### config.mk
export PLATFORM = sky130hd
export DESIGN_NAME = axis_pkt_framer
export DESIGN_NICKNAME = d
export VERILOG_FILES = /design/src/rtl/pkt_framer_pkg.sv /design/src/rtl/axis_pkt_framer_skid.sv /design/src/rtl/axis_pkt_framer.sv
export SDC_FILE = /design/constraint.sdc
export NUM_CORES = 1
export LEC_CHECK = 0
export ABC_AREA = 1
export CELL_PAD_IN_SITES_DETAIL_PLACEMENT = 0
export CELL_PAD_IN_SITES_GLOBAL_PLACEMENT = 2
export CORE_UTILIZATION = 33
export DETAILED_ROUTE_END_ITERATION = 10
export PLACE_DENSITY = 0.88
export RECOVER_POWER = 50
export SYNTH_ARGS = -nofsm -noshare
export SYNTH_HDL_FRONTEND = slang
export SYNTH_SLANG_ARGS = --single-unit
### constraint.sdc
create_clock -name wr_clk -period 1.9 [get_ports wr_clk]
set_input_delay 0.285 -clock wr_clk [delete_from_list [all_inputs] [get_ports wr_clk]]
set_output_delay 0.285 -clock wr_clk [all_outputs]
set_load 0.01 [all_outputs]
### src/rtl/pkt_framer_pkg.sv
// pkt_framer_pkg
// Shared definitions for the write-side packet framer:
//   PKT_DATA_W  - stream / FIFO word width (the trailer format assumes 16)
//   TRL_WORDS   - trailer words appended after every packet (count, checksum)
//   LEN_MAX     - saturation value of the per-packet word counter
//   state_t     - framer FSM encoding
//   buf_entry_t - one skid buffer slot: {last, data}
package pkt_framer_pkg;

  localparam int PKT_DATA_W = 16;
  localparam int TRL_WORDS  = 2;
  localparam logic [PKT_DATA_W-1:0] LEN_MAX = 16'hFFFF;

  typedef enum logic [1:0] {
    ST_DATA    = 2'd0,
    ST_TRL_CNT = 2'd1,
    ST_TRL_SUM = 2'd2
  } state_t;

  typedef struct packed {
    logic                  last;
    logic [PKT_DATA_W-1:0] data;
  } buf_entry_t;

endpackage

### src/rtl/axis_pkt_framer_skid.sv
// axis_skid_buf2
// Two-entry FIFO-ordered skid buffer with a registered ready.
// Ports:
//   i_clk, i_resetn  - clock, synchronous active-low reset
//   i_push_valid     - upstream valid; a push happens when it and o_ready are high
//   i_push_data      - entry to push
//   o_ready          - registered; high when occupancy after the current edge is below DEPTH
//   i_pop            - pop the head this edge (ignored when empty)
//   o_head           - current head entry (valid when o_count != 0)
//   o_count          - current occupancy, 0..2
module axis_skid_buf2
  import pkt_framer_pkg::*;
#(
  parameter int DEPTH = 2
) (
  input  logic       i_clk,
  input  logic       i_resetn,
  input  logic       i_push_valid,
  input  buf_entry_t i_push_data,
  output logic       o_ready,
  input  logic       i_pop,
  output buf_entry_t o_head,
  output logic [1:0] o_count
);

  localparam logic [1:0] FULL_CNT = 2'(DEPTH);

  buf_entry_t r_mem [2];
  logic       r_wr_ptr;
  logic       r_rd_ptr;
  logic [1:0] r_count;
  logic       r_ready;

  logic       w_push;
  logic       w_pop;
  logic [1:0] w_count_nxt;

  assign w_push = i_push_valid & r_ready;
  assign w_pop  = i_pop & (r_count != 2'd0);

  // Simultaneous push and pop leaves occupancy unchanged.
  always_comb begin
    w_count_nxt = r_count;
    case ({w_push, w_pop})
      2'b10:   w_count_nxt = r_count + 2'd1;
      2'b01:   w_count_nxt = r_count - 2'd1;
      default: w_count_nxt = r_count;
    endcase
  end

  always_ff @(posedge i_clk) begin
    if (!i_resetn) begin
      r_wr_ptr <= 1'b0;
      r_rd_ptr <= 1'b0;
      r_count  <= 2'd0;
      r_ready  <= 1'b0;
    end else begin
      if (w_push) r_wr_ptr <= ~r_wr_ptr;
      if (w_pop)  r_rd_ptr <= ~r_rd_ptr;
      r_count <= w_count_nxt;
      // Ready looks at the occupancy the buffer will have after this edge,
      // so it can never accept into a full buffer.
      r_ready <= (w_count_nxt < FULL_CNT);
    end
  end

  // Storage needs no reset: occupancy alone decides which slots are live.
  always_ff @(posedge i_clk) begin
    if (w_push) r_mem[r_wr_ptr] <= i_push_data;
  end

  assign o_ready = r_ready;
  assign o_head  = r_mem[r_rd_ptr];
  assign o_count = r_count;

endmodule

### src/rtl/axis_pkt_framer.sv
// axis_pkt_framer
// Write-side packet framer in the wr_clk domain, directly upstream of the
// async FIFO write port. Each accepted data beat becomes one FIFO write; after
// the tlast beat two trailer words follow: the packet word count (saturating
// at 0xFFFF) and the XOR of all data words.
// Ports:
//   wr_clk, resetn       - clock, synchronous active-low reset
//   s_tdata/s_tvalid/s_tlast/s_tready - input AXI-Stream (s_tready registered)
//   fifo_afull           - FIFO almost-full; while high no write is issued
//   wr_en, wr_data       - registered FIFO write strobe and data
//   pkt_done             - one-cycle pulse together with the checksum write
//   pkt_cnt              - packets fully framed since reset (wraps)
//   len_err              - sticky: some packet exceeded 0xFFFF words
//   o_dbg_state          - current FSM state, for observation only
//
// Handshake: a beat transfers on a rising edge where s_tvalid and s_tready are
// both high; s_tdata/s_tlast are only sampled on that edge, and the source may
// change them freely otherwise. Downstream, every edge with wr_en high is one
// FIFO write; there is no ready on that side, only fifo_afull.
module axis_pkt_framer
  import pkt_framer_pkg::*;
#(
  parameter int DATA_W    = 16,
  parameter int BUF_DEPTH = 2
) (
  input  logic              wr_clk,
  input  logic              resetn,
  input  logic [DATA_W-1:0] s_tdata,
  input  logic              s_tvalid,
  output logic              s_tready,
  input  logic              s_tlast,
  input  logic              fifo_afull,
  output logic              wr_en,
  output logic [DATA_W-1:0] wr_data,
  output logic              pkt_done,
  output logic [15:0]       pkt_cnt,
  output logic              len_err,
  output state_t            o_dbg_state
);

  // Skid buffer interface
  buf_entry_t w_push_entry;
  buf_entry_t w_head;
  logic [1:0] w_count;
  logic       w_ready;

  // FSM
  state_t            r_state;
  state_t            w_state_nxt;
  logic              w_pop;
  logic              w_wr_en;
  logic [DATA_W-1:0] w_wr_data;
  logic              w_done;

  // Output and accounting registers
  logic              r_wr_en;
  logic [DATA_W-1:0] r_wr_data;
  logic              r_pkt_done;
  logic [15:0]       r_pkt_cnt;
  logic              r_len_err;
  logic [15:0]       r_len_cnt;
  logic [DATA_W-1:0] r_csum;

  assign w_push_entry.last = s_tlast;
  assign w_push_entry.data = s_tdata;

  axis_skid_buf2 #(
    .DEPTH (BUF_DEPTH)
  ) u_skid (
    .i_clk        (wr_clk),
    .i_resetn     (resetn),
    .i_push_valid (s_tvalid),
    .i_push_data  (w_push_entry),
    .o_ready      (w_ready),
    .i_pop        (w_pop),
    .o_head       (w_head),
    .o_count      (w_count)
  );

  always_ff @(posedge wr_clk) begin
    if (!resetn) r_state <= ST_DATA;
    else         r_state <= w_state_nxt;
  end

  // Any edge with fifo_afull high is a full stall: no write, no pop, state
  // and wr_data hold. The trailer states never pop, so input keeps filling
  // the buffer until ready drops.
  always_comb begin
    w_state_nxt = r_state;
    w_pop       = 1'b0;
    w_wr_en     = 1'b0;
    w_wr_data   = r_wr_data;
    w_done      = 1'b0;
    case (r_state)
      ST_DATA: begin
        if (!fifo_afull && (w_count != 2'd0)) begin
          w_pop     = 1'b1;
          w_wr_en   = 1'b1;
          w_wr_data = w_head.data;
          if (w_head.last) w_state_nxt = ST_TRL_CNT;
        end
      end
      ST_TRL_CNT: begin
        if (!fifo_afull) begin
          w_wr_en     = 1'b1;
          w_wr_data   = r_len_cnt;
          w_state_nxt = ST_TRL_SUM;
        end
      end
      ST_TRL_SUM: begin
        if (!fifo_afull) begin
          w_wr_en     = 1'b1;
          w_wr_data   = r_csum;
          w_done      = 1'b1;
          w_state_nxt = ST_DATA;
        end
      end
      default: w_state_nxt = ST_DATA;
    endcase
  end

  always_ff @(posedge wr_clk) begin
    if (!resetn) begin
      r_wr_en    <= 1'b0;
      r_wr_data  <= '0;
      r_pkt_done <= 1'b0;
      r_pkt_cnt  <= 16'd0;
      r_len_err  <= 1'b0;
      r_len_cnt  <= 16'd0;
      r_csum     <= '0;
    end else begin
      r_wr_en    <= w_wr_en;
      r_wr_data  <= w_wr_data;
      r_pkt_done <= w_done;
      if (w_pop) begin
        // Counter saturates; a word beyond 0xFFFF raises the sticky error
        // but is still folded into the checksum.
        if (r_len_cnt == LEN_MAX) r_len_err <= 1'b1;
        else                      r_len_cnt <= r_len_cnt + 16'd1;
        r_csum <= r_csum ^ w_head.data;
      end
      // Pop and checksum write are in different states, never the same edge.
      if (w_done) begin
        r_len_cnt <= 16'd0;
        r_csum    <= '0;
        r_pkt_cnt <= r_pkt_cnt + 16'd1;
      end
    end
  end

  assign s_tready    = w_ready;
  assign wr_en       = r_wr_en;
  assign wr_data     = r_wr_data;
  assign pkt_done    = r_pkt_done;
  assign pkt_cnt     = r_pkt_cnt;
  assign len_err     = r_len_err;
  assign o_dbg_state = r_state;

endmodule

# Word level (Yosys, flattened, before mapping)

Memories as Yosys holds them, arrays and structs flattened. A register that Yosys moved wholly into a read port is not among the register bits.
Cells that the tools add are included.

Input bits: 21
Memories kept: 1
Bits in latches: 0
Bits in read-only memories: 0
Register bits: 74
Output and inout bits: 38
RAM bits: 34
Word-level logic and storage cells: 64

Order comparisons: 1
$mul: 0
Divide/modulo/power cells: 0
Shift operators: 0
Equality and inequality tests: 9
Add/subtract/negate cells: 4
Multiplexer cells: 19
Bitwise logic cells: 7
Reductions and logical operators: 11

Memories:

| name         | words | bits a word | read ports | clocked after Yosys merged registers in | wr ports | line                       | source |
|---|---|---|---|---|---|---|---|
| u_skid.r_mem | 2     | 17          | 1          | 1                                       | 1        | axis_pkt_framer_skid.sv:28 | `buf_entry_t r_mem [2];` |

Operators with widths:

| operator                                              | count |
|---|---|
| 2-to-1 mux 16 bit                                     | 3 |
| one-hot mux 16 bit (3 select lines)                   | 1 |
| adder 16 x 1 -> 16 bit, second input constant         | 2 |
| == test 16 bit, second input constant                 | 1 |
| XOR 16 bit                                            | 1 |
| 2-to-1 mux 1 bit                                      | 8 |
| 2-to-1 mux 2 bit                                      | 4 |
| AND reduction 4 bit                                   | 2 |
| inequality test 2 bit, second input constant          | 3 |
| one-hot mux 2 bit (3 select lines)                    | 1 |
| == test 2 x 1 -> 1 bit, second input constant         | 2 |
| == test 2 bit, second input constant                  | 2 |
| NOT 1 bit                                             | 4 |
| one-hot mux 2 bit (2 select lines)                    | 1 |
| AND reduction 2 bit                                   | 2 |
| OR reduction 2 bit                                    | 2 |
| nonzero test 3 bit                                    | 1 |
| adder 2 x 1 -> 2 bit, second input constant           | 1 |
| bitwise AND 1 bit                                     | 2 |
| logical NOT 2 bit                                     | 1 |
| less-than comparator 2 bit, second input constant     | 1 |
| inequality test 2 x 1 -> 1 bit, second input constant | 1 |
| one-hot mux 1 bit (2 select lines)                    | 1 |
| nonzero test 2 bit                                    | 1 |
| other kinds (3)                                       | 3 |

# Longest topological paths before layout

Gate-level depths: netlist of the first run.

Depth after elaboration: 8
Depth in mapped cells: 11
Depth with buffers taken out: 10

# Modules after synthesis

From an unflattened synthesis of the first run, not the netlist that was laid out.

Cell total of the unflattened synthesis: 642
Area, all modules: 5177.5 um^2

By module, submodules not included:

| module          | cells each | area each (um^2) | times used | sequential area each (um^2) |
|---|---|---|---|---|
| axis_pkt_framer | 555        | 3648.5           | 1          | 1381.3 |
| axis_skid_buf2  | 87         | 1529.0           | 1          | 1141.1 |

# Worst setup path after synthesis of the first run

No wires, ideal clock.

Kind: register to register
Start point: register r_state[0] (netlist: o_dbg_state[0])
End point: register with a tool-made name
Stages on the path, launching flop included: 11
Data arrival time: 1.729 ns
Buffers on the path: 0
Setup slack: 0.043 ns
Required time: 1.772 ns
Clock period less this slack: 1.857 ns
Setup time: 0.128 ns
Cell sequence: dfxtp_1 inv_1 ha_1 nand3_1 inv_2 ha_1 a21oi_1 o21ai_0 xor2_1 inv_1 nor2_1

RTL lines:

| element                | line                  | source |
|---|---|---|
| start, declared        | axis_pkt_framer.sv:48 | `state_t r_state;` |
| start signal, assigned | axis_pkt_framer.sv:82 | `else r_state <= w_state_nxt;` |

# Worst setup path in the final report of the first run

Start point: register r_state[0] (netlist: o_dbg_state[0])
End point: register r_wr_data[10] (netlist: wr_data[10])

Cells in the longest elaborated chain, start to end: 3
Elaborated cells between the ends (all ways): 9
Those cells by class: 5 x eq/ne; 1 x mux; 3 x reduce/logical

RTL lines:

| element                                                                      | line                   | source |
|---|---|---|
| == test 2 x 1 -> 1 bit, or another cell as far along                         | axis_pkt_framer.sv:94  | `case (r_state)` |
| inequality test 2 bit (no source line) or nonzero test 3 bit (tied branches) | -                      |  |
| AND reduction 4 bit (no source line)                                         | -                      |  |
| end signal, assigned                                                         | axis_pkt_framer.sv:133 | `r_wr_data <= w_wr_data;` |
| end, declared                                                                | axis_pkt_framer.sv:57  | `logic [DATA_W-1:0] r_wr_data;` |

Several ways; a longest one is shown, not always the timed one.
A chain may end at the register's enable or synchronous reset.

==> reports/metrics.cfg, run 1 <==
[status]
status = finished with violations
violations = design-rule violations

[timing]
min_period_over_period_pct = 92.7
rsz0062_at_grt = no
fin_crit_ns = 1.76
slew_viol_final = 0
tightest_slew_ns = 0.464
setup_viol = 0
clock_skew_ns = 0.00676
clock.fmax_ghz = 0.568
timing.final.ws_setup_ns = 0.138
hold_viol = 0
relSlewSlack_pct = 69.1

[setup_path]
cp-end-kind = register
r2r-start = o_dbg_state[0]$_SDFFE_PN0P_
start_kind = register
critPathKind = register to register
worstPathRequired_ns = 2.16
cp-startpoint = o_dbg_state[0]$_SDFFE_PN0P_
worstPathArrival_ns = 2.02
cp_max_fo = 32

[floorplan]
num_io_pins = 59
die_w_um = 125
dieArea_mm2 = 0.0157
start_util_pct = 34.2
die_y_um = 125
num_rows = 44
coreArea_mm2 = 0.0147

[placement]
gp_congestion = 0.791
hpwlAfterDp_um = 8910
place.port_buffers = 58
placed_cells = 888
pre_cts_slack_ns = -0.0280

[grt]
grt-busiest-layer = met2
grtUsageMet2_pct = 27.7
grt_max_degree = 33
grt-ovfl-total = 0
grt_pass1_wl_um = 19900
antenna_found_initial = 0
grt_pass1_vias = 4087
grt.met3_usage_pct = 3.51
grtUsageTotal_pct = 16.3
grt_util_met1_pct = 20.2

[flow_run]
maxCapViolations = 0

[min_path]
hold_path_class = register to register
holdCritStartpoint = r_csum[2]$_SDFFE_PP0P_

[synth]
netlist_area_mm2 = 0.00502
synthArstFlopShare_pct = 0
yosysSeqAreaShare_pct = 50.2
syn_avg_cell_area_um2 = 7.76
synthesis.nets = 677
ys_ff_latch = 109
synth.distinct_cells = 32
ys.flop_type = dfxtp_1
syn-instance-count = 647
ys_warn_count = 0
synth_edf_count = 34

[power]
leakagePower_nw = 2.45
ir_worst_vdd_v = 0.000777
power.density_mw_per_mm2 = 1220

[finish]
diodes = 0
drive_above_1_share_pct = 10.3
area.growth.synth_to_final_pct = 24.3
fillers = 1511
stdcell_count = 904
fin_nets = 745
mostFrequentLayoutCells = nand2_1, nor2_1, dfxtp_1
post-route-util_pct = 42.5
final_common_cell = nand2_1

[clock_network]
h-tree-depth = 3
insertion_delay_ns = 0.36
cts_buffers = 9
cts-root-buf = clkbuf_16
tritoncts = built
hold_buffers = 0
clock_path_buffers = 2
path_clk_slew_ns = 0.08
numClockSinks = 109

[routing]
routedWlPerCell_um = 13.3
vias = 4233
ant_nets = 0
drtIter0Drc = 218
totalWireLength_um = 12000
drc = 8
dr.pass1.iters = 9
vias_per_cell = 4.68

-- cell families (layout without fill, tap and decap cells) --
logic type | after synthesis | count (layout) | synth area share (%)
simple gates | 311 | 311 | 26.4
buf+inv | 88 | 161 | 7.12
fa+ha+maj | 9 | 9 | 2.24
flops | 109 | 109 | 50.2
compound gates | 126 | 126 | 13.4
xor+xnor | 4 | 4 | 0.697
-- state kept, by name (all words and copies together), names as in the netlist, 2 cells and up, named ones only --
| signal | count |
|---|---|
| r_csum | 16 |
| o_dbg_state | 2 |
| wr_data | 16 |
| pkt_cnt | 16 |
| r_len_cnt | 16 |
| u_skid.r_mem | 34 |
-- worst max-delay path, cell delays in order, from the launching register on --
cell and delay (ns):
dfxtp_1 0.31, buf_4 0.15, ha_1 0.22, inv_2 0.17
a21oi_1 0.10, o21ai_2 0.19, nand2_1 0.13, buf_12 0.18
nor2_1 0.13, nor2_1 0.06
-- path summary, 6_finish.rpt --
path	cells after the start	slack [ns]	to
worst max-delay path	9	0.14	wr_data[10]$_SDFFE_PN0P_
worst min-delay path	1	0.45	r_csum[2]$_SDFFE_PP0P_
worst max register to register	9	0.14	wr_data[10]$_SDFFE_PN0P_
worst min register to register	1	0.45	r_csum[2]$_SDFFE_PP0P_
-- layer usage --
| layer | up-vias | wire, um |
|---|---|---|
| met2 | 55 | 5670 |
| met1 | 1939 | 5760 |
| met4 | 0 | 270 |
| met3 | 11 | 333 |
| met5 | - | 0 |
| li1 | 2228 | - |
-- power breakdown --
| part | switching, mW | leakage, nW | internal [mW] |
|---|---|---|---|
| sequential | 0.182 | 0.921 | 2.77 |
| combinational | 1.61 | 1.37 | 1.00 |
| clock | 0.975 | 0.159 | 1.07 |
-- synthesized netlist by cell type (2+ instances only) --
cell	number	share of area, %
a211oi_1	2	0.30
a21oi_1	44	4.4
a22o_1	5	0.87
buf_1	2	0.15
buf_2	10	1.0
buf_4	2	0.30
clkbuf_1	6	0.45
dfxtp_1	75	30
edfxtp_1	34	20
ha_1	9	2.2
inv_1	60	4.5
inv_2	7	0.52
nand2_1	150	11
nand2_2	3	0.37
nand3_1	20	2.0
nand4_1	7	0.87
nor2_1	99	7.4
nor2_2	4	0.50
nor2_4	2	0.45
nor3_1	6	0.60
o21ai_0	55	5.5
o21ai_1	17	1.7
or2_2	16	2.0
xor2_1	4	0.70
-- repair_timing --
action,in CTS,in global routing
setup buffers,0,0
resized for setup,0,3
endpoints found under the setup margin,0,2
-- through the flow --
step                total power, mW  hold slack, ns  setup TNS (ns)  cell area, um^2
CTS                            7.72           0.454               0             6260
finish                         7.61           0.453               0             6240
floorplan                      4.60           0.384               0             5020
global placement               5.61           0.432               0             5940
detailed placement             5.67           0.442         -0.0423             5940
global route                   8.11           0.481               0             6240
-- layout make-up --
cell class,instances,area [um^2],share of cell area [%]
repair buffers,78,763,12.2
inverters,67,251,4.03
multi-input cells,450,2150,34.5
well taps,184,230,3.69
clock inverters,7,97.6,1.56
flip-flops and latches,109,2520,40.4
clock buffers,9,225,3.61
Power figures use the tool's default switching activity.
==> inputs of run 2 (changes only) <==
- CORE_MARGIN: unset -> 4
- CORE_UTILIZATION: 33 -> 35
- PLACE_DENSITY: 0.88 -> 0.92
- clock period: 1.9 -> 2.3 ns (I/O delays scaled with it)
==> run 2 against run 1 <==
Compared with the run above:
- the flow now finishes without violations
- critical path depth is the same
- sequential share of layout area up 1.1 points
- first-iteration DRC count up 28%
- clock skew rose by 0.0010 ns
- routed wire length is 3.9% lower
==> reports/metrics.cfg, run 2 (same netlist as run 1, synthesis figures left out) <==
[flow_run]
maxCapViolations = 0  ; unchanged

[finish]
area.growth.synth_to_final_pct = 20.9
seqCellArea_mm2 = 0.00252  ; unchanged
final_common_cell = nand2_1
mostFrequentLayoutCells = nand2_1, nor2_1, dfxtp_1
largest_register_ffs = 34  ; unchanged
stdcell_count = 891  ; -1.4%
regMostFlops = u_skid.r_mem
fillers = 1451  ; -4.0%
fin_nets = 736  ; -1.2%
multi_input_area_mm2 = 0.00214  ; -0.70%
drive_above_1_share_pct = 8.02  ; -2.3 points
diodes = 0  ; unchanged

[grt]
grt_util_met1_pct = 19.5  ; -0.62 points
grt-ovfl-total = 0  ; unchanged
grt_max_degree = 34  ; +3.0%
grtUsageMet2_pct = 23.0  ; -4.7 points
grt_pass1_vias = 3770  ; -7.8%
grt-busiest-layer = met2
grtUsageTotal_pct = 14.5  ; -1.8 points
antenna_found_initial = 0  ; unchanged
grt.met3_usage_pct = 3.13  ; -0.38 points
grt_pass1_wl_um = 18700  ; -6.2%

[timing]
clock.fmax_ghz = 0.479  ; -16%
rsz0062_at_grt = no
setup_viol = 0  ; unchanged
clock_skew_ns = 0.00780  ; +0.00104 ns
hold_viol = 0  ; unchanged
slew_viol_final = 0  ; unchanged
fin_crit_ns = 2.09  ; +0.324 ns
tns_ns = 0  ; unchanged
relSlewSlack_pct = 35.3  ; -34 points
tightest_slew_ns = 0.970  ; +0.507 ns
min_period_over_period_pct = 90.7  ; -2.0 points

[routing]
drc = 0  ; -8
drtIter0Drc = 280  ; +28%
dr.pass1.iters = 4  ; -5
routedWlPerCell_um = 13.0  ; -2.5%
vias = 4138  ; -2.2%
ant_nets = 0  ; unchanged
vias_per_cell = 4.64  ; -0.82%
totalWireLength_um = 11600  ; -3.9%

[floorplan]
start_util_pct = 35.9  ; +1.7 points
dieArea_mm2 = 0.0163  ; +3.9%
coreArea_mm2 = 0.0140  ; -4.8%
num_io_pins = 59  ; unchanged
die_y_um = 128  ; +1.9%
die_w_um = 128  ; +1.9%
num_rows = 43  ; -2.3%

[clock_network]
cts-root-buf = clkbuf_16
h-tree-depth = 3  ; unchanged
cts_resized = 0  ; unchanged
insertion_delay_ns = 0.35  ; about the same
hold_buffers = 0  ; unchanged
numClockSinks = 109  ; unchanged
tritoncts = built
clock_path_buffers = 2  ; unchanged
path_clk_slew_ns = 0.07  ; about the same
cts_buffers = 9  ; unchanged
cts_setup_buffers = 0  ; unchanged

[power]
leakagePower_nw = 2.35  ; -3.8%
p_clk_share_pct = 24.8  ; -2.1 points
ir_worst_vdd_v = 0.000419  ; -46%
p_sw_share_pct = 35.9  ; -0.47 points
combPwrFrac_pct = 33.4  ; -0.9 points
power.density_mw_per_mm2 = 962  ; -21%
p_int_mw = 3.75  ; -23%
finalPower_mw = 5.85  ; -23%
p_switching_mw = 2.10  ; -24%
seqPwrFrac_pct = 41.9  ; +3.1 points

[setup_path]
reg2reg_depth = 9  ; unchanged
endpoint = wr_data[3]$_SDFFE_PN0P_
cp-startpoint = o_dbg_state[1]$_SDFFE_PN0P_
worstPathRequired_ns = 2.54  ; +0.38 ns
r2r-start = o_dbg_state[1]$_SDFFE_PN0P_
r2r-end = wr_data[3]$_SDFFE_PN0P_
critPathKind = register to register
cp_max_fo = 25  ; -22%
cp-end-kind = register
start_kind = register
worstPathArrival_ns = 2.33  ; +0.31 ns
rrSetupSlack_ns = 0.21  ; +0.08 ns

[placement]
hpwlAfterDp_um = 8450  ; -5.2%
gp_congestion = 0.796  ; +0.70%
place.port_buffers = 58  ; unchanged
placed_cells = 875  ; -1.5%

[status]
status = finished, final reports clean

[min_path]
hold_path_class = register to register

==> run 2: cell count changes in the layout (fill, tap and decap cells not counted), moves of 2 or more <==
cell | before | now
buf_12 | 3 | 1
dlygate4sd3_1 | 29 | 33
buf_4 | 14 | 8
inv_1 | 59 | 61
clkinvlp_4 | 0 | 2
inv_6 | 2 | 0
inv_8 | 3 | 0
clkdlybuf4s50_1 | 29 | 25
clkinv_4 | 0 | 2
clkbuf_1 | 0 | 4
inv_2 | 8 | 6
clkbuf_2 | 2 | 0
==> run 2: area by class of cell <==
class / count / area share, %
Sequential cell: 109 / 41.5
Multi-Input combinational cell: 450 / 35.2
Timing Repair Buffer: 69 / 11.0
Inverter: 67 / 4.14
Clock buffer: 11 / 3.83
Tap cell: 180 / 3.71
Clock inverter: 5 / 0.618
==> run 2: through the flow <==
step           util, %  hold WS [ns]  cell area (um^2)  setup WS (ns)
2_1_floorplan        -         0.422              5020          0.443
3_3_place_gp      41.6         0.432              5820          0.265
3_5_place_dp      41.6         0.438              5820          0.205
4_1_cts           43.5         0.449              6090          0.176
5_1_grt           43.4         0.467              6080         0.0193
6_report          43.4         0.454              6080          0.213
==> run 2: per-layer routing <==
layer  routed length [um]  up-vias  share of wire, %
li1                     -     2210                 -
met1                 5770     1854                50
met2                 5220       65                45
met3                  456        9               3.9
met4                  132        0               1.1
met5                    0        -                 0
==> run 2: power groups by stage <==
stage | registers (mW) | logic [mW] | clock network, mW
5_1_grt | 2.49 | 2.22 | 1.56
3_3_place_gp | 2.48 | 1.99 | 0
2_1_floorplan | 2.51 | 1.29 | 0
6_report | 2.45 | 1.95 | 1.45
3_5_place_dp | 2.49 | 2.01 | 0
4_1_cts | 2.45 | 2.02 | 1.50
==> run 2: worst min-delay path by stage <==
| stage | from | endpoint | slack, ns | depth (start not counted) |
|---|---|---|---|---|
| 2_1_floorplan | r_csum[3]$_SDFFE_PP0P_ | r_csum[3]$_SDFFE_PP0P_ | 0.42 | 1 |
| 5_1_grt | r_csum[5]$_SDFFE_PP0P_ | r_csum[5]$_SDFFE_PP0P_ | 0.47 | 1 |
| 4_1_cts | r_csum[4]$_SDFFE_PP0P_ | r_csum[4]$_SDFFE_PP0P_ | 0.45 | 1 |
| 3_5_place_dp | r_csum[4]$_SDFFE_PP0P_ | r_csum[4]$_SDFFE_PP0P_ | 0.44 | 1 |
| 6_report | r_csum[2]$_SDFFE_PP0P_ | r_csum[2]$_SDFFE_PP0P_ | 0.45 | 1 |
| 3_3_place_gp | r_csum[2]$_SDFFE_PP0P_ | r_csum[2]$_SDFFE_PP0P_ | 0.43 | 1 |
==> run 2: worst max-delay path, cell delays in order (launching register included) <==
cell and delay [ns]:
dfxtp_1 0.42, inv_1 0.12, ha_1 0.34, inv_2 0.11, a21oi_1 0.07, o21ai_2 0.20
nand2_1 0.27, buf_12 0.25, nor2_1 0.14, nor2_1 0.06
==> patch 1 (config.mk and constraints of run 1) <==
Put one more register stage on the output `len_err`, cleared by the reset. The value now appears one clock later. The other outputs are not delayed to match.
--- a/src/rtl/axis_pkt_framer.sv
+++ b/src/rtl/axis_pkt_framer.sv
@@ -155,3 +155,9 @@
   assign pkt_cnt     = r_pkt_cnt;
-  assign len_err     = r_len_err;
+  always_ff @(posedge wr_clk) begin
+    if (!resetn) begin
+      len_err <= '0;
+    end else begin
+      len_err <= r_len_err;
+    end
+  end
   assign o_dbg_state = r_state;
Check against the original RTL: no difference found for any inputs over 10 cycles, from zero or initial values and one cycle with resetn low; that may be too few to reach the edited logic, so the function may still have changed.
==> patch 1 against run 1 <==
Sequential cell count is 1 higher. Worst hold slack better by 0.96 ps. Utilization is 0.12 points lower. Critical path type unchanged. Wire length is 3.6% higher. Total power is 4.5% higher. Setup slack worse by 12 ps. Largest cell class unchanged. Largest power group is now combinational cells. Sequential share of layout area is 0.98 points lower. Synthesized area is 3.2% higher. Combinational power is 15% higher. Non-clock buffer count stayed put. Final area is 3.5% higher.
==> patch 1: results (changes against run 1) <==
dpl cell area 6120 µm² (+3.0%); crit path DAT 2070 ps (+50 ps); Worst path max stage delay 390 ps (+80 ps); Final GP Congestion 0.814 (+2.9%); fraction of area in multi-input gates 34.0% (-0.45 points); multi-input combinational cell count 478 (+6.2%); switching portion of total power 37.4% (+1.0 points); Setup Skew 5.74 ps (-1.03 ps); pin count of the biggest net entering global routing 34 (+3.0%); Crit path max-delay family adder cells; DR WL/cell 12.6 µm (-5.1%); area grow syn2layout 24.7%; Netlist cell types 34 (+6.3%); adder and majority gate portion of the synthesized area 2.17% (-0.069 points); Logic inverters 94 (+40%); initial DRC count 237 (+8.7%); Mean Syn Cell Area 7.37 µm² (-5.0%); hpwl dp 9210 µm (+3.3%); Tot GR Track Use 16.2% (-0.077 points); sequential power share 37.4% (-1.4 points); share of layout cells above drive strength 1 7.99% (-2.3 points); status completed; CP max stage cell dfxtp_4; Synth top cells by count 205 x nand2_1, 104 x nor2_1, 86 x inv_1, 76 x dfxtp_1, 43 x o21ai_0; Synth Area in Compound Gates 11.2% (-2.2 points); Horiz. Die Dim 127 µm (+1.6%); non-clk buf share 12.2% (-0.066 points); met1 Usage GRT 20.7% (+0.54 points); Clock buf/inv share 4.78% (-0.39 points); vias 4407 (+4.1%); Seq/Total Area, Yosys 49.0% (-1.2 points); global-route met3 utilization 3.56% (+0.051 points); M2 GR Usage 27.3% (-0.41 points); XOR/XNOR Fraction of Synth Area 0.507% (-0.19 points); nets 801 (+7.5%); first-pass GRT wire length 20300 µm (+2.0%); Post-Place Cells 969 (+9.1%)
-- patch 1: cell count changes after synthesis, moves of 5 or more --
cell            run 1  this run
nand2_1           150       205
inv_1              60        86
or2_2              16         1
o21ai_0            55        43
o21ai_1            17         6
o22ai_1             0        10
nor2_1             99       104
-- patch 1: path summary, 6_finish.rpt --
| check | startpoint | end | slack (ps) | cells past startpoint |
|---|---|---|---|---|
| min reg2reg | u_skid.r_rd_ptr | u_skid.r_rd_ptr | 450 | 1 |
| min | u_skid.r_rd_ptr | u_skid.r_rd_ptr | 450 | 1 |
| max reg2reg | o_dbg_state[0] | flip-flop | 130 | 10 |
| max | o_dbg_state[0] | flip-flop | 130 | 10 |
-- patch 1: per-layer routing --
| metal | vias up | part of all wire (%) |
|---|---|---|
| li1 | 2358 | - |
| met1 | 1958 | 48 |
| met2 | 79 | 47 |
| met3 | 12 | 3.4 |
| met4 | 0 | 1.6 |
| met5 | - | 0 |
==> patch 2 (config.mk and constraints of run 1) <==
Without the edit above. The package constant `LEN_MAX` goes from 16'hFFFF to 16'h7FFF.
--- a/src/rtl/pkt_framer_pkg.sv
+++ b/src/rtl/pkt_framer_pkg.sv
@@ -11,3 +11,3 @@
   localparam int TRL_WORDS  = 2;
-  localparam logic [PKT_DATA_W-1:0] LEN_MAX = 16'hFFFF;
+  localparam logic [PKT_DATA_W-1:0] LEN_MAX = 16'h7FFF;
 
Function: same outputs for any inputs over 10 cycles, from zero or initial values and one cycle with resetn low; that may be too few to reach the edited logic, so the function may still have changed.
==> patch 2 against run 1 <==
Global-route usage fell by 0.11 points. Wire length rose by 1.2%. Setup slack improved by 37 ps. Synthesized area rose by 1.8%. Non-clock buffer count rose by 5. Total power barely moved. Sequential cell count did not move. Final area rose by 1.5%. First-iteration DRC count rose by 4.1%. Highest routed layer unchanged.
==> patch 2: results (changes against run 1) <==
Synth top cells by count 166 x nand2_1, 101 x nor2_1, 75 x dfxtp_1, 65 x o21ai_0, 56 x inv_1; share of layout cells above drive strength 1 11.5% (+1.2 points); hpwl dp 9080 µm (+1.9%); worst vdd ir 0.000686 V (-12%); status completed; synth top area cells dfxtp_1 29%, edfxtp_1 20%, nand2_1 12%; vias 4281 (+1.1%); Post-Place Cells 913 (+2.8%); Setup Skew 7.21 ps (+0.447 ps); switching portion of total power 36.6% (+0.26 points); Worst path max stage delay 330 ps (+20 ps); Netlist cell types 36 (+13%); first-pass GRT wire length 20300 µm (+1.7%); Routed WL 12200 µm (+1.2%); dpl cell area 6070 µm² (+2.1%); CP max FO 3 (-91%); Crit path max-delay family adder cells; Final GP Congestion 0.776 (-1.9%); Seq/Total Area, Yosys 49.3% (-0.91 points); number of remaining DRC errors 0 (-8); syn_nets 693 (+2.4%); first-pass iteration count of the detailed router 4 (-5); adder and majority gate portion of the synthesized area 2.20% (-0.041 points); Power Dens Cells 1200 nW/µm² (-1.5%); P_leak 2.47 nW (+1.2%); Synth Area in Compound Gates 11.4% (-2.0 points)
==> patch 2: cell count changes after synthesis, sizes merged, moves of 2 or more <==
cell / delta
clkbuf: +3
nand2: +22
nand3: +5
o21ai: -6
a22o: -4
nor3: -2
buf: -3
nor2: +5
inv: -6
xor2: +2
==> patch 2: worst register-to-register path: stages (launching register included) <==
cell and delay [ps]:
dfxtp_1 330, inv_1 70, ha_1 210, inv_1 100, nor2_4 60, ha_1 320, a21oi_1 130, o21ai_1 100
xor2_1 220, inv_1 60, nor2_1 80
==> patch 2: final timing paths <==
kind                                startpoint    endpoint  slack (ps)  cells past startpoint
worst max-delay path            o_dbg_state[0]   flip-flop         170                     10
worst min-delay path                r_csum[14]  r_csum[14]         450                      1
worst max register to register  o_dbg_state[0]   flip-flop         170                     10
worst min register to register      r_csum[14]  r_csum[14]         450                      1
==> patch 2: through the flow <==
step           worst slack, ps  total power, mW  setup TNS [ps]
2_1_floorplan             47.2             4.71               0
3_3_place_gp              26.5             5.84               0
3_5_place_dp             -71.2             5.89            -133
4_1_cts                    131             7.76               0
5_1_grt                  0.374             8.14               0
6_report                   174             7.60               0
==> patch 2: power by group through the flow <==
stage / clock network (mW) / logic (mW) / registers (mW)
after floorplan: 0 / 1.66 / 3.06
after global placement: 0 / 2.83 / 3.01
after detailed placement: 0 / 2.88 / 3.02
after CTS: 1.90 / 2.89 / 2.96
after global routing: 1.98 / 3.16 / 3.01
final: 1.83 / 2.81 / 2.96
==> patch 2: final cells by class <==
cell class,count,area share [%]
Sequential cell,109,39.8
Multi-Input combinational cell,471,35.4
Timing Repair Buffer,83,12.8
Inverter,62,3.73
Tap cell,188,3.71
Clock buffer,9,3.55
Clock inverter,7,1.03
==> patch 2: routing by layer <==
metal  track usage, %  up-vias  wire (µm)
li1                 -     2280          -
met1             20.3     1908       5870
met2             27.4       77       5690
met3             3.29       16        343
met4             6.38        0        287
met5                0        -          0
==> patch 2: timing repair <==
action	CTS	global route
resized for setup	0	3
setup endpoints to repair	0	1
buffers inserted	0	0
==> patch 2: cells by family (layout without fill, tap and decap cells) <==
logic type / after synthesis / in the layout
compound gates: 114 / 114
xor+xnor: 7 / 7
fa+ha+maj: 9 / 9
buf+inv: 83 / 161
simple gates: 341 / 341
flops: 109 / 109
